File: src/rtl/id_stage_pkg.sv
// Shared definitions for the RV32I decode stage: opcodes, internal op codes,
// the ID/EX bundle and small decode/forwarding helpers.
package id_stage_pkg;

  localparam int unsigned XLEN   = 32;
  localparam int unsigned REG_AW = 5;
  localparam int unsigned OP_W   = 5;
  localparam int unsigned F3_W   = 3;

  localparam logic [XLEN-1:0] ZERO_WORD = '0;

  localparam logic [6:0] OPC_LUI    = 7'b0110111;
  localparam logic [6:0] OPC_AUIPC  = 7'b0010111;
  localparam logic [6:0] OPC_JAL    = 7'b1101111;
  localparam logic [6:0] OPC_JALR   = 7'b1100111;
  localparam logic [6:0] OPC_BRANCH = 7'b1100011;
  localparam logic [6:0] OPC_LOAD   = 7'b0000011;
  localparam logic [6:0] OPC_STORE  = 7'b0100011;
  localparam logic [6:0] OPC_OPIMM  = 7'b0010011;
  localparam logic [6:0] OPC_OP     = 7'b0110011;

  typedef enum logic [OP_W-1:0] {
    OP_NOP  = 5'd0,  OP_ADD  = 5'd1,  OP_SUB  = 5'd2,  OP_SLL  = 5'd3,
    OP_SLT  = 5'd4,  OP_SLTU = 5'd5,  OP_XOR  = 5'd6,  OP_SRL  = 5'd7,
    OP_SRA  = 5'd8,  OP_OR   = 5'd9,  OP_AND  = 5'd10, OP_BEQ  = 5'd11,
    OP_BNE  = 5'd12, OP_BLT  = 5'd13, OP_BGE  = 5'd14, OP_BLTU = 5'd15,
    OP_BGEU = 5'd16, OP_JAL  = 5'd17, OP_JALR = 5'd18
  } op_e;

  typedef struct packed {
    logic              valid;
    logic [XLEN-1:0]   pc;
    op_e               op;
    logic [XLEN-1:0]   opnd1;
    logic [XLEN-1:0]   opnd2;
    logic [XLEN-1:0]   imm;
    logic [XLEN-1:0]   store_data;
    logic [REG_AW-1:0] rd;
    logic              rd_we;
    logic              mem_rd;
    logic              mem_wr;
    logic [F3_W-1:0]   funct3;
    logic              illegal;
  } id_ex_t;

  // Register-index operand with x0, EX, MEM, regfile priority.
  function automatic logic [XLEN-1:0] resolve_opnd(
    input logic [REG_AW-1:0] idx,
    input logic              ex_we,
    input logic [REG_AW-1:0] ex_rd,
    input logic [XLEN-1:0]   ex_data,
    input logic              mem_we,
    input logic [REG_AW-1:0] mem_rd,
    input logic [XLEN-1:0]   mem_data,
    input logic [XLEN-1:0]   rf_data
  );
    if (idx == '0)                     return ZERO_WORD;
    else if (ex_we && ex_rd == idx)    return ex_data;
    else if (mem_we && mem_rd == idx)  return mem_data;
    else                               return rf_data;
  endfunction

  // alt selects SUB (register form only) and SRA.
  function automatic op_e alu_op(input logic [F3_W-1:0] funct3, input logic alt,
                                 input logic is_reg);
    case (funct3)
      3'b000:  return (is_reg && alt) ? OP_SUB : OP_ADD;
      3'b001:  return OP_SLL;
      3'b010:  return OP_SLT;
      3'b011:  return OP_SLTU;
      3'b100:  return OP_XOR;
      3'b101:  return alt ? OP_SRA : OP_SRL;
      3'b110:  return OP_OR;
      3'b111:  return OP_AND;
      default: return OP_NOP;
    endcase
  endfunction

  function automatic op_e branch_op(input logic [F3_W-1:0] funct3);
    case (funct3)
      3'b000:  return OP_BEQ;
      3'b001:  return OP_BNE;
      3'b100:  return OP_BLT;
      3'b101:  return OP_BGE;
      3'b110:  return OP_BLTU;
      3'b111:  return OP_BGEU;
      default: return OP_NOP;
    endcase
  endfunction

endpackage

File: src/rtl/id_stage_imm_gen.sv
// Immediate generator: selects the I/S/B/U/J immediate by opcode and
// sign-extends it to XLEN.
module id_stage_imm_gen
  import id_stage_pkg::*;
(
  input  logic [XLEN-1:0] inst,
  output logic [XLEN-1:0] imm
);

  always_comb begin
    imm = ZERO_WORD;
    case (inst[6:0])
      OPC_LOAD, OPC_OPIMM, OPC_JALR: imm = {{20{inst[31]}}, inst[31:20]};
      OPC_STORE:          imm = {{20{inst[31]}}, inst[31:25], inst[11:7]};
      OPC_BRANCH:         imm = {{19{inst[31]}}, inst[31], inst[7], inst[30:25], inst[11:8], 1'b0};
      OPC_LUI, OPC_AUIPC: imm = {inst[31:12], 12'b0};
      OPC_JAL:            imm = {{11{inst[31]}}, inst[31], inst[19:12], inst[20], inst[30:21], 1'b0};
      default:            imm = ZERO_WORD;
    endcase
  end

endmodule

File: src/rtl/id_stage.sv
// RV32I decode stage: regfile read requests, operand forwarding, load-use
// stall and the ID/EX pipeline register.
module id_stage
  import id_stage_pkg::*;
(
  input  logic              clk_in,
  input  logic              rst_in,
  input  logic              rdy_in,
  input  logic              if_valid,
  input  logic [XLEN-1:0]   if_pc,
  input  logic [XLEN-1:0]   if_inst,
  output logic              id_ready,
  output logic              read_flag_1,
  output logic [REG_AW-1:0] reg_read_1,
  input  logic [XLEN-1:0]   rf_data_1,
  output logic              read_flag_2,
  output logic [REG_AW-1:0] reg_read_2,
  input  logic [XLEN-1:0]   rf_data_2,
  input  logic              fwd_ex_we,
  input  logic [REG_AW-1:0] fwd_ex_rd,
  input  logic [XLEN-1:0]   fwd_ex_data,
  input  logic              fwd_mem_we,
  input  logic [REG_AW-1:0] fwd_mem_rd,
  input  logic [XLEN-1:0]   fwd_mem_data,
  input  logic              flush_in,
  input  logic              ex_ready,
  output logic              ex_valid,
  output logic [XLEN-1:0]   ex_pc,
  output logic [OP_W-1:0]   ex_op,
  output logic [XLEN-1:0]   ex_opnd1,
  output logic [XLEN-1:0]   ex_opnd2,
  output logic [XLEN-1:0]   ex_imm,
  output logic [XLEN-1:0]   ex_store_data,
  output logic [REG_AW-1:0] ex_rd,
  output logic              ex_rd_we,
  output logic              ex_mem_rd,
  output logic              ex_mem_wr,
  output logic [F3_W-1:0]   ex_funct3,
  output logic              ex_illegal
);

  logic [6:0]        opcode;
  logic [F3_W-1:0]   funct3;
  logic [6:0]        funct7;
  logic [REG_AW-1:0] rs1;
  logic [REG_AW-1:0] rs2;
  logic [REG_AW-1:0] rd;
  logic [XLEN-1:0]   imm;
  logic [XLEN-1:0]   rs1_val;
  logic [XLEN-1:0]   rs2_val;
  logic              uses_rs1;
  logic              uses_rs2;
  logic              writes_rd;
  logic              illegal;
  logic              hazard;
  logic              adv;
  id_ex_t            dec;
  id_ex_t            ex_q;

  assign opcode = if_inst[6:0];
  assign funct3 = if_inst[14:12];
  assign funct7 = if_inst[31:25];
  assign rs1    = if_inst[19:15];
  assign rs2    = if_inst[24:20];
  assign rd     = if_inst[11:7];

  id_stage_imm_gen u_imm_gen (
    .inst (if_inst),
    .imm  (imm)
  );

  assign rs1_val = resolve_opnd(rs1, fwd_ex_we, fwd_ex_rd, fwd_ex_data,
                                fwd_mem_we, fwd_mem_rd, fwd_mem_data, rf_data_1);
  assign rs2_val = resolve_opnd(rs2, fwd_ex_we, fwd_ex_rd, fwd_ex_data,
                                fwd_mem_we, fwd_mem_rd, fwd_mem_data, rf_data_2);

  // Decode into the ID/EX bundle.
  always_comb begin
    uses_rs1       = 1'b0;
    uses_rs2       = 1'b0;
    writes_rd      = 1'b0;
    illegal        = 1'b0;
    dec            = '0;
    dec.valid      = 1'b1;
    dec.pc         = if_pc;
    dec.imm        = imm;
    dec.rd         = rd;
    dec.funct3     = funct3;
    dec.store_data = rs2_val;
    case (opcode)
      OPC_OP: begin
        uses_rs1  = 1'b1;
        uses_rs2  = 1'b1;
        writes_rd = 1'b1;
        dec.op    = alu_op(funct3, if_inst[30], 1'b1);
        dec.opnd1 = rs1_val;
        dec.opnd2 = rs2_val;
        illegal   = (funct7 != 7'h00 && funct7 != 7'h20) ||
                    (funct7 == 7'h20 && funct3 != 3'b000 && funct3 != 3'b101);
      end
      OPC_OPIMM: begin
        uses_rs1  = 1'b1;
        writes_rd = 1'b1;
        dec.op    = alu_op(funct3, if_inst[30], 1'b0);
        dec.opnd1 = rs1_val;
        dec.opnd2 = imm;
        illegal   = (funct3 == 3'b001 && funct7 != 7'h00) ||
                    (funct3 == 3'b101 && funct7 != 7'h00 && funct7 != 7'h20);
      end
      OPC_LOAD: begin
        uses_rs1   = 1'b1;
        writes_rd  = 1'b1;
        dec.op     = OP_ADD;
        dec.mem_rd = 1'b1;
        dec.opnd1  = rs1_val;
        dec.opnd2  = imm;
        illegal    = (funct3 == 3'b011) || (funct3 == 3'b110) || (funct3 == 3'b111);
      end
      OPC_STORE: begin
        uses_rs1   = 1'b1;
        uses_rs2   = 1'b1;
        dec.op     = OP_ADD;
        dec.mem_wr = 1'b1;
        dec.opnd1  = rs1_val;
        dec.opnd2  = imm;
        illegal    = funct3 > 3'b010;
      end
      OPC_BRANCH: begin
        uses_rs1  = 1'b1;
        uses_rs2  = 1'b1;
        dec.op    = branch_op(funct3);
        dec.opnd1 = rs1_val;
        dec.opnd2 = rs2_val;
        illegal   = (funct3 == 3'b010) || (funct3 == 3'b011);
      end
      OPC_LUI: begin
        writes_rd = 1'b1;
        dec.op    = OP_ADD;
        dec.opnd2 = imm;
      end
      OPC_AUIPC: begin
        writes_rd = 1'b1;
        dec.op    = OP_ADD;
        dec.opnd1 = if_pc;
        dec.opnd2 = imm;
      end
      OPC_JAL: begin
        writes_rd = 1'b1;
        dec.op    = OP_JAL;
        dec.opnd1 = if_pc;
        dec.opnd2 = XLEN'(4);
      end
      OPC_JALR: begin
        uses_rs1       = 1'b1;
        writes_rd      = 1'b1;
        dec.op         = OP_JALR;
        dec.opnd1      = if_pc;
        dec.opnd2      = XLEN'(4);
        dec.store_data = rs1_val;
        illegal        = funct3 != 3'b000;
      end
      default: illegal = 1'b1;
    endcase
    if (illegal) begin
      dec.op     = OP_NOP;
      dec.mem_rd = 1'b0;
      dec.mem_wr = 1'b0;
    end
    dec.illegal = illegal;
    dec.rd_we   = writes_rd && (rd != '0) && !illegal;
  end

  assign read_flag_1 = if_valid && uses_rs1;
  assign read_flag_2 = if_valid && uses_rs2;
  assign reg_read_1  = rs1;
  assign reg_read_2  = rs2;

  // A load in EX cannot forward yet; hold the consumer for one bubble.
  assign hazard = ex_q.valid && ex_q.mem_rd && (ex_q.rd != '0) &&
                  ((read_flag_1 && rs1 == ex_q.rd) || (read_flag_2 && rs2 == ex_q.rd));
  assign adv      = rdy_in && (!ex_q.valid || ex_ready);
  assign id_ready = adv && !hazard && !flush_in && !rst_in;

  // ID/EX register; bubbles are all-zero so control bits are always cleared.
  always_ff @(posedge clk_in or posedge rst_in) begin
    if (rst_in) begin
      ex_q <= '0;
    end else if (rdy_in) begin
      if (flush_in)      ex_q <= '0;
      else if (adv) begin
        if (hazard)        ex_q <= '0;
        else if (if_valid) ex_q <= dec;
        else               ex_q <= '0;
      end
    end
  end

  assign ex_valid      = ex_q.valid;
  assign ex_pc         = ex_q.pc;
  assign ex_op         = ex_q.op;
  assign ex_opnd1      = ex_q.opnd1;
  assign ex_opnd2      = ex_q.opnd2;
  assign ex_imm        = ex_q.imm;
  assign ex_store_data = ex_q.store_data;
  assign ex_rd         = ex_q.rd;
  assign ex_rd_we      = ex_q.rd_we;
  assign ex_mem_rd     = ex_q.mem_rd;
  assign ex_mem_wr     = ex_q.mem_wr;
  assign ex_funct3     = ex_q.funct3;
  assign ex_illegal    = ex_q.illegal;

endmodule

File: config.mk
export PLATFORM = sky130hd
export DESIGN_NAME = id_stage
export DESIGN_NICKNAME = d
export VERILOG_FILES = /design/src/rtl/id_stage_pkg.sv /design/src/rtl/id_stage_imm_gen.sv /design/src/rtl/id_stage.sv
export SDC_FILE = /design/constraint.sdc
export NUM_CORES = 1
export LEC_CHECK = 0
export CAP_MARGIN = 25
export CORE_AREA = 2 2 155 157
export DETAILED_ROUTE_END_ITERATION = 16
export DIE_AREA = 0 0 157 159
export PLACE_DENSITY = 0.8
export SKIP_LAST_GASP = 1
export SLEW_MARGIN = 10
export SYNTH_ARGS = -nofsm -noshare
export SYNTH_HDL_FRONTEND = slang
export SYNTH_SLANG_ARGS = --single-unit
File: constraint.sdc
create_clock -name clk_in -period 8 [get_ports clk_in]
set_input_delay 1.6 -clock clk_in [delete_from_list [all_inputs] [get_ports clk_in]]
set_output_delay 1.6 -clock clk_in [all_outputs]
set_load 0.1 [all_outputs]
# --- Word-level counts from Yosys, hierarchy flattened ---
# Cells that the tools add are included.
# Widths: inputs -> output; s select.
word_totals:
  n_memories: 0
  mem_bits_ro: 0
  mem_bits_rw: 0
  register_bits: 178
  output_inout_bits: 191
  latch_bits: 0
  in_bits: 210
  wordCells: 123
classes:
  bitwise_logic: 0
  n_reduce_logical: 56
  mux: 28
  n_addsub: 0
  shifts: 0
  div: 0
  n_eq_ne: 25
  n_mul: 0
  order_cmp: 1
ops:
  columns: ["op", "count"]
  rows:
  - ["$mux 178", 4]
  - ["$mux 32", 7]
  - ["$pmux 32 s5", 1]
  - ["$pmux 32 s3", 1]
  - ["$pmux 5 s8", 2]
  - ["$pmux 32 s2", 1]
  - ["$pmux 5 s6", 2]
  - ["$eq 5x5->1", 6]
  - ["$eq 7x6->1 const B", 4]
  - ["$logic_and 1x1->1", 23]
  - ["$eq 7x7->1 const B", 3]
  - ["$eq 7x5->1 const B", 2]
  - ["$eq 3x3->1 const B", 4]
  - ["$reduce_or 3->1", 4]
  - ["$logic_not 5->1", 2]
  - ["$reduce_bool 5->1", 2]
  - ["$reduce_or 5->1", 2]
  - ["$eq 7x2->1 const B", 1]
  - ["$logic_or 1x1->1", 7]
  - ["$ne 7x6->1 const B", 1]
  - ["$pmux 1 s7", 1]
  - ["$reduce_bool 7->1", 1]
  - ["$reduce_or 7->1", 1]
  - ["$eq 3x2->1 const B", 2]
  - ["other kinds (15)", 26]

# --- Depth between registers and ports, before layout ---
logic_depth:
  word_depth: 11
  mapped_depth: 10
  ltp_nobuf: 6

# --- By module ---
# A second synthesis with hierarchy kept.
hier_totals:
  hier_cells: 1161
  area_unflattened_um2: 10637.7
modules_own_cells:
  columns: ["module", "area_per_inst_um2", "seq_area_each_um2", "cells_per_inst", "instances"]
  rows:
  - ["id_stage", 10090.9, 4454.3, 1082, 1]
  - ["id_stage_imm_gen", 546.8, 0.0, 79, 1]

# --- Worst setup path after synthesis ---
# Ideal clock, no wire load.
synth_path:
  kind: "input port to output port"
  start: "in if_inst[3]"
  end: "out id_ready"
  required_time_ns: 6.400
  arrival_time_ns: 4.660
  slack_ns: 1.740
  cell_stages: 5
  path_buffers: 0
  path_cell_list: "nand3b_1 a2111oi_2 nand4_1 nor2_1 nor3_1"
synth_between:
  elab_chain_cells: 11
  word_cells_on_any_way: 20
  classes_between: "eq/ne (6); mux (2); reduce/logical (12)"
synth_lines:
  columns: ["item", "line_no", "rtl"]
  rows:
  - ["start, declared", "id_stage.sv:11", "input logic [XLEN-1:0] if_inst,"]
  - ["$eq 7x6->1, or another cell as far along", "id_stage.sv:90", "case (opcode)"]
  - ["$reduce_or 6->1 (no source line) (*)", null, null]
  - ["$mux 1 (*)", "id_stage.sv:90", null]
  - ["$logic_and 1x1->1 (*)", "id_stage.sv:173", "assign read_flag_1 = if_valid && uses_rs1;"]
  - ["named net read_flag_1", "id_stage.sv:13", "output logic read_flag_1,"]
  - ["$logic_and 1x1->1 (*)", "id_stage.sv:180", "((read_flag_1 && rs1 == ex_q.rd) || (read_flag_2 && rs2 == ex_q.rd));"]
  - ["$logic_or 1x1->1 (*)", "id_stage.sv:180", null]
  - ["$logic_and 1x1->1 (*)", "id_stage.sv:179", "assign hazard = ex_q.valid && ex_q.mem_rd && (ex_q.rd != '0) &&"]
  - ["$logic_not 1->1 (*)", "id_stage.sv:182", "assign id_ready = adv && !hazard && !flush_in && !rst_in;"]
  - ["$logic_and 1x1->1 (*) (3 in series)", "id_stage.sv:182", null]
  - ["end, declared", "id_stage.sv:12", "output logic id_ready,"]
# Mark *: on every way through the listed nets, which the timed path passes. The rest lies on a longest branch.

# --- Final worst setup path ---
layout_path:
  start: "in if_inst[4]"
  end: "out id_ready"
layout_between:
  elab_chain_cells: 11
  word_cells_on_any_way: 20
  classes_between: "eq/ne (6); mux (2); reduce/logical (12)"
layout_lines:
  columns: ["item", "line_no"]
  rows:
  - ["$eq 7x6->1, or another cell as far along", "id_stage.sv:90"]
  - ["$reduce_or 6->1 (no source line) or $reduce_or 3->1 (tied branches)", null]
  - ["$mux 1", "id_stage.sv:90"]
  - ["$logic_and 1x1->1 (on tied branches)", "id_stage.sv:173, id_stage.sv:174"]
  - ["$logic_and 1x1->1", "id_stage.sv:180"]
  - ["$logic_or 1x1->1 (*)", "id_stage.sv:180"]
  - ["$logic_and 1x1->1 (*)", "id_stage.sv:179"]
  - ["$logic_not 1->1 (*)", "id_stage.sv:182"]
  - ["$logic_and 1x1->1 (*) (3 in series)", "id_stage.sv:182"]
# Mark *: on every way between the ends. The rest lies on a longest branch, timed or not.

==> impl_metrics.tcl <==
set metrics [dict create \
    relSlewSlack_pct 28.3 \
    dr_wl_met3_um 4620 \
    max_freq_ghz 0.161 \
    synth_common_cells "dfrtp_1, nand2_1, clkbuf_1, o21ai_0, a22o_1" \
    drv_cap 0 \
    muxShareOfSynthArea_pct 0.109 \
    slew_violations 0 \
    drt_iter0_drc 1278 \
    max_stage_delay_ns 0.97 \
    met1Wirelength_um 18300 \
    fin_crit_sh_pct 77.7 \
    power_mw 2.53 \
    nets 1637 \
    cts_tree "built" \
    post-route-min-period_ns 6.22 \
    routed_wl_um 45600 \
    ys.flop_type "dfrtp_1" \
    ant_nets 0 \
    drive_gt1_share_pct 5.21 \
    ys_ff_latch 178 \
    ctsHoldBuffers 0 \
    syn_nets 1330 \
    syn_inst 1120 \
    leakage_nw 5.85 \
    cts_max_path_buffers 2 \
    yosys.area.top_type "dfrtp_1" \
    synth_area_leaders "dfrtp_1, a22o_1, a32oi_1" \
    wl_per_cell_um 25.9 \
    overflow 0 \
    crit_family "buffers and inverters" \
    firstDrtPassIters 6 \
    setup_violations 0 \
    crit_buf_inv 2 \
    synth_cell_type_count 64 \
    crit_fanout 16 \
    synth_top_area_share_pct 43.0 \
    post-synth-top-count-cell "dfrtp_1" \
    pwr_density_cell_nw_per_um2 168 \
    start_util_pct 44.7 \
    rsz0062_at_grt "false" \
    antenna_found_initial 1 \
    cts_num_sinks 178 \
    gp_congestion 0.961 \
    grtUsageTotal_pct 35.6 \
    rows 56 \
    htree_levels 4 \
    synth-adder-area-share_pct 0 \
    synthArstFlopShare_pct 100 \
    cts_setup_buffers 0 \
    fin_skew_ns 0.0113 \
    required_ns 6.40 \
    arrival_ns 4.62 \
    synth-xor-area-share_pct 2.79 \
    startpoint_type "input port" \
    die_x_um 157 \
    synth_area_um2 10400 \
    area_delta_synth_final_pct 45.3 \
    ios 401 \
    clock_latency_ns 0.43 \
    syn_avg_cell_area_um2 9.25 \
    cts_inserted_buffers 17 \
    root_buffer "clkbuf_16" \
    max_slew.worst_pin.slew_ns 1.07 \
    status "completed" \
    synth_compound_area_share_pct 32.7 \
    endpoint_kind "primary output" \
    die_h_um 159 \
    grt_pass1_vias 11000 \
    min_path_type "reg2reg" \
    grt_max_degree 120 \
    cpMaxStageDelayCell "clkdlybuf4s50_1" \
    cp_common_cell "clkdlybuf4s50_1" \
    via_count 11300 \
    dp_slack_ns 1.77 \
    yosys.area_share.simple_pct 15.4 \
    portBuffers 400 \
    grt_pass1_wl_um 68100 \
    crit_chain "clkdlybuf4s50_1 > nand2b_1 > a2111oi_2 > nand4_1 > nor2_1 > nor3_1 > clkdlybuf4s50_1" \
    yosysSeqAreaShare_pct 43.0 \
    drc 0 \
    fillerInstances 1868 \
    synth_top_family_by_area "compound AO/OA/AOI/OAI gates" \
    fp.dieArea_um2 25000 \
    via_per_inst 6.44 \
    tns_ns 0 \
    finalHoldViolCount 0 \
    topRoutingLayerUsed "met4" \
    ys_warn_count 0 \
    met2WireLength_um 20900 \
    ctsResizeCount 0 \
    setup_slack_ns 1.78 \
    post-dp-hpwl_um 31800 \
    irDropWorstVdd_uv 121 \
    path_class "in2out" \
    design.core.area_um2 23200 \
    synth_edf_count 0 \
    clk_pin_slew_ns 0.08 \
]
==> tightest hold or removal path, cell delays in order (launching register included) <==
cell and delay, ns:
dfrtp_1 0.35, nand2_1 0.05, nand2_1 0.05
==> layer usage <==
layer,track usage [%],vias to the layer above
met5,0,-
met4,13.9,0
met3,7.81,97
met2,54.9,778
met1,48.9,5565
li1,-,4892
==> cell usage in the layout, fill, tap and decap left out, drive strengths merged, types with 33 or more instances in the layout <==
cell | netlist | final
clkdlybuf4s50 | 0 | 400
nand2 | 121 | 121
dfrtp | 178 | 178
nand2b | 36 | 36
a21boi | 33 | 33
o21ai | 149 | 149
a31oi | 33 | 33
a32oi | 59 | 59
nor3 | 35 | 35
nand4b | 33 | 33
a22o | 71 | 71
==> kinds of logic (layout without fill, tap and decap cells) <==
| kind of cell | count (synthesis) | after routing |
|---|---|---|
| DFF | 178 | 178 |
| buffers and inverters | 141 | 461 |
| and+or+nand+nor | 297 | 297 |
| muxes | 1 | 1 |
| other | 0 | 1 |
| xor gates and xnor gates | 33 | 33 |
| AOI/OAI and AO/OA | 470 | 470 |
==> stage by stage <==
step | instances | hold WS (ns) | utilization [%] | instance area (µm²)
floorplan | 1120 | 0.958 | - | 10400
global placement | 1726 | 0.455 | 62.0 | 14400
detailed placement | 1726 | 0.459 | 62.0 | 14400
CTS | 1758 | 0.482 | 64.8 | 15000
global route | 1760 | 0.503 | 64.9 | 15000
finish | 1760 | 0.476 | 64.9 | 15000
==> sequential cells by signal, indices dropped and copies added (netlist names) <==
| name | cells |
|---|---|
| ex_op | 5 |
| ex_valid | 1 |
| ex_illegal | 1 |
| ex_rd_we | 1 |
| ex_imm | 32 |
| ex_rd | 5 |
| ex_opnd2 | 32 |
| ex_mem_wr | 1 |
| ex_pc | 32 |
| ex_funct3 | 3 |
| ex_mem_rd | 1 |
| ex_opnd1 | 32 |
| ex_store_data | 32 |
==> power breakdown <==
group          switching (mW)  leakage [nW]  internal, mW
Clock                   0.450         0.307         0.460
Sequential             0.0198          2.45         0.925
Combinational           0.456          3.09         0.217
==> final timing paths <==
check / start / to / slack, ns / cells after the start
hold reg to reg: ex_imm[31] / ex_imm[31] / 0.48 / 2
hold / removal: ex_imm[31] / ex_imm[31] / 0.48 / 2
setup / recovery: if_inst[4] / id_ready / 1.78 / 7
setup reg to reg: ex_rd[1] / ex_opnd2[24] / 5.07 / 8
min in group asynchronous: rst_in / ex_imm[10] / 1.72 / 2
max in group asynchronous: rst_in / ex_imm[26] / 4.79 / 3
==> final cells by class <==
type	instances	area, µm²	share of cell area, %
repair buffers	423	4190	27.8
multi-input cells	801	5340	35.5
clock inverters	15	208	1.38
diodes	1	2.50	0.0166
inverters	6	30.0	0.200
clock buffers	17	425	2.83
flip-flops and latches	178	4450	29.6
well taps	319	399	2.65
Note: power is estimated with default switching activity, not from simulation.
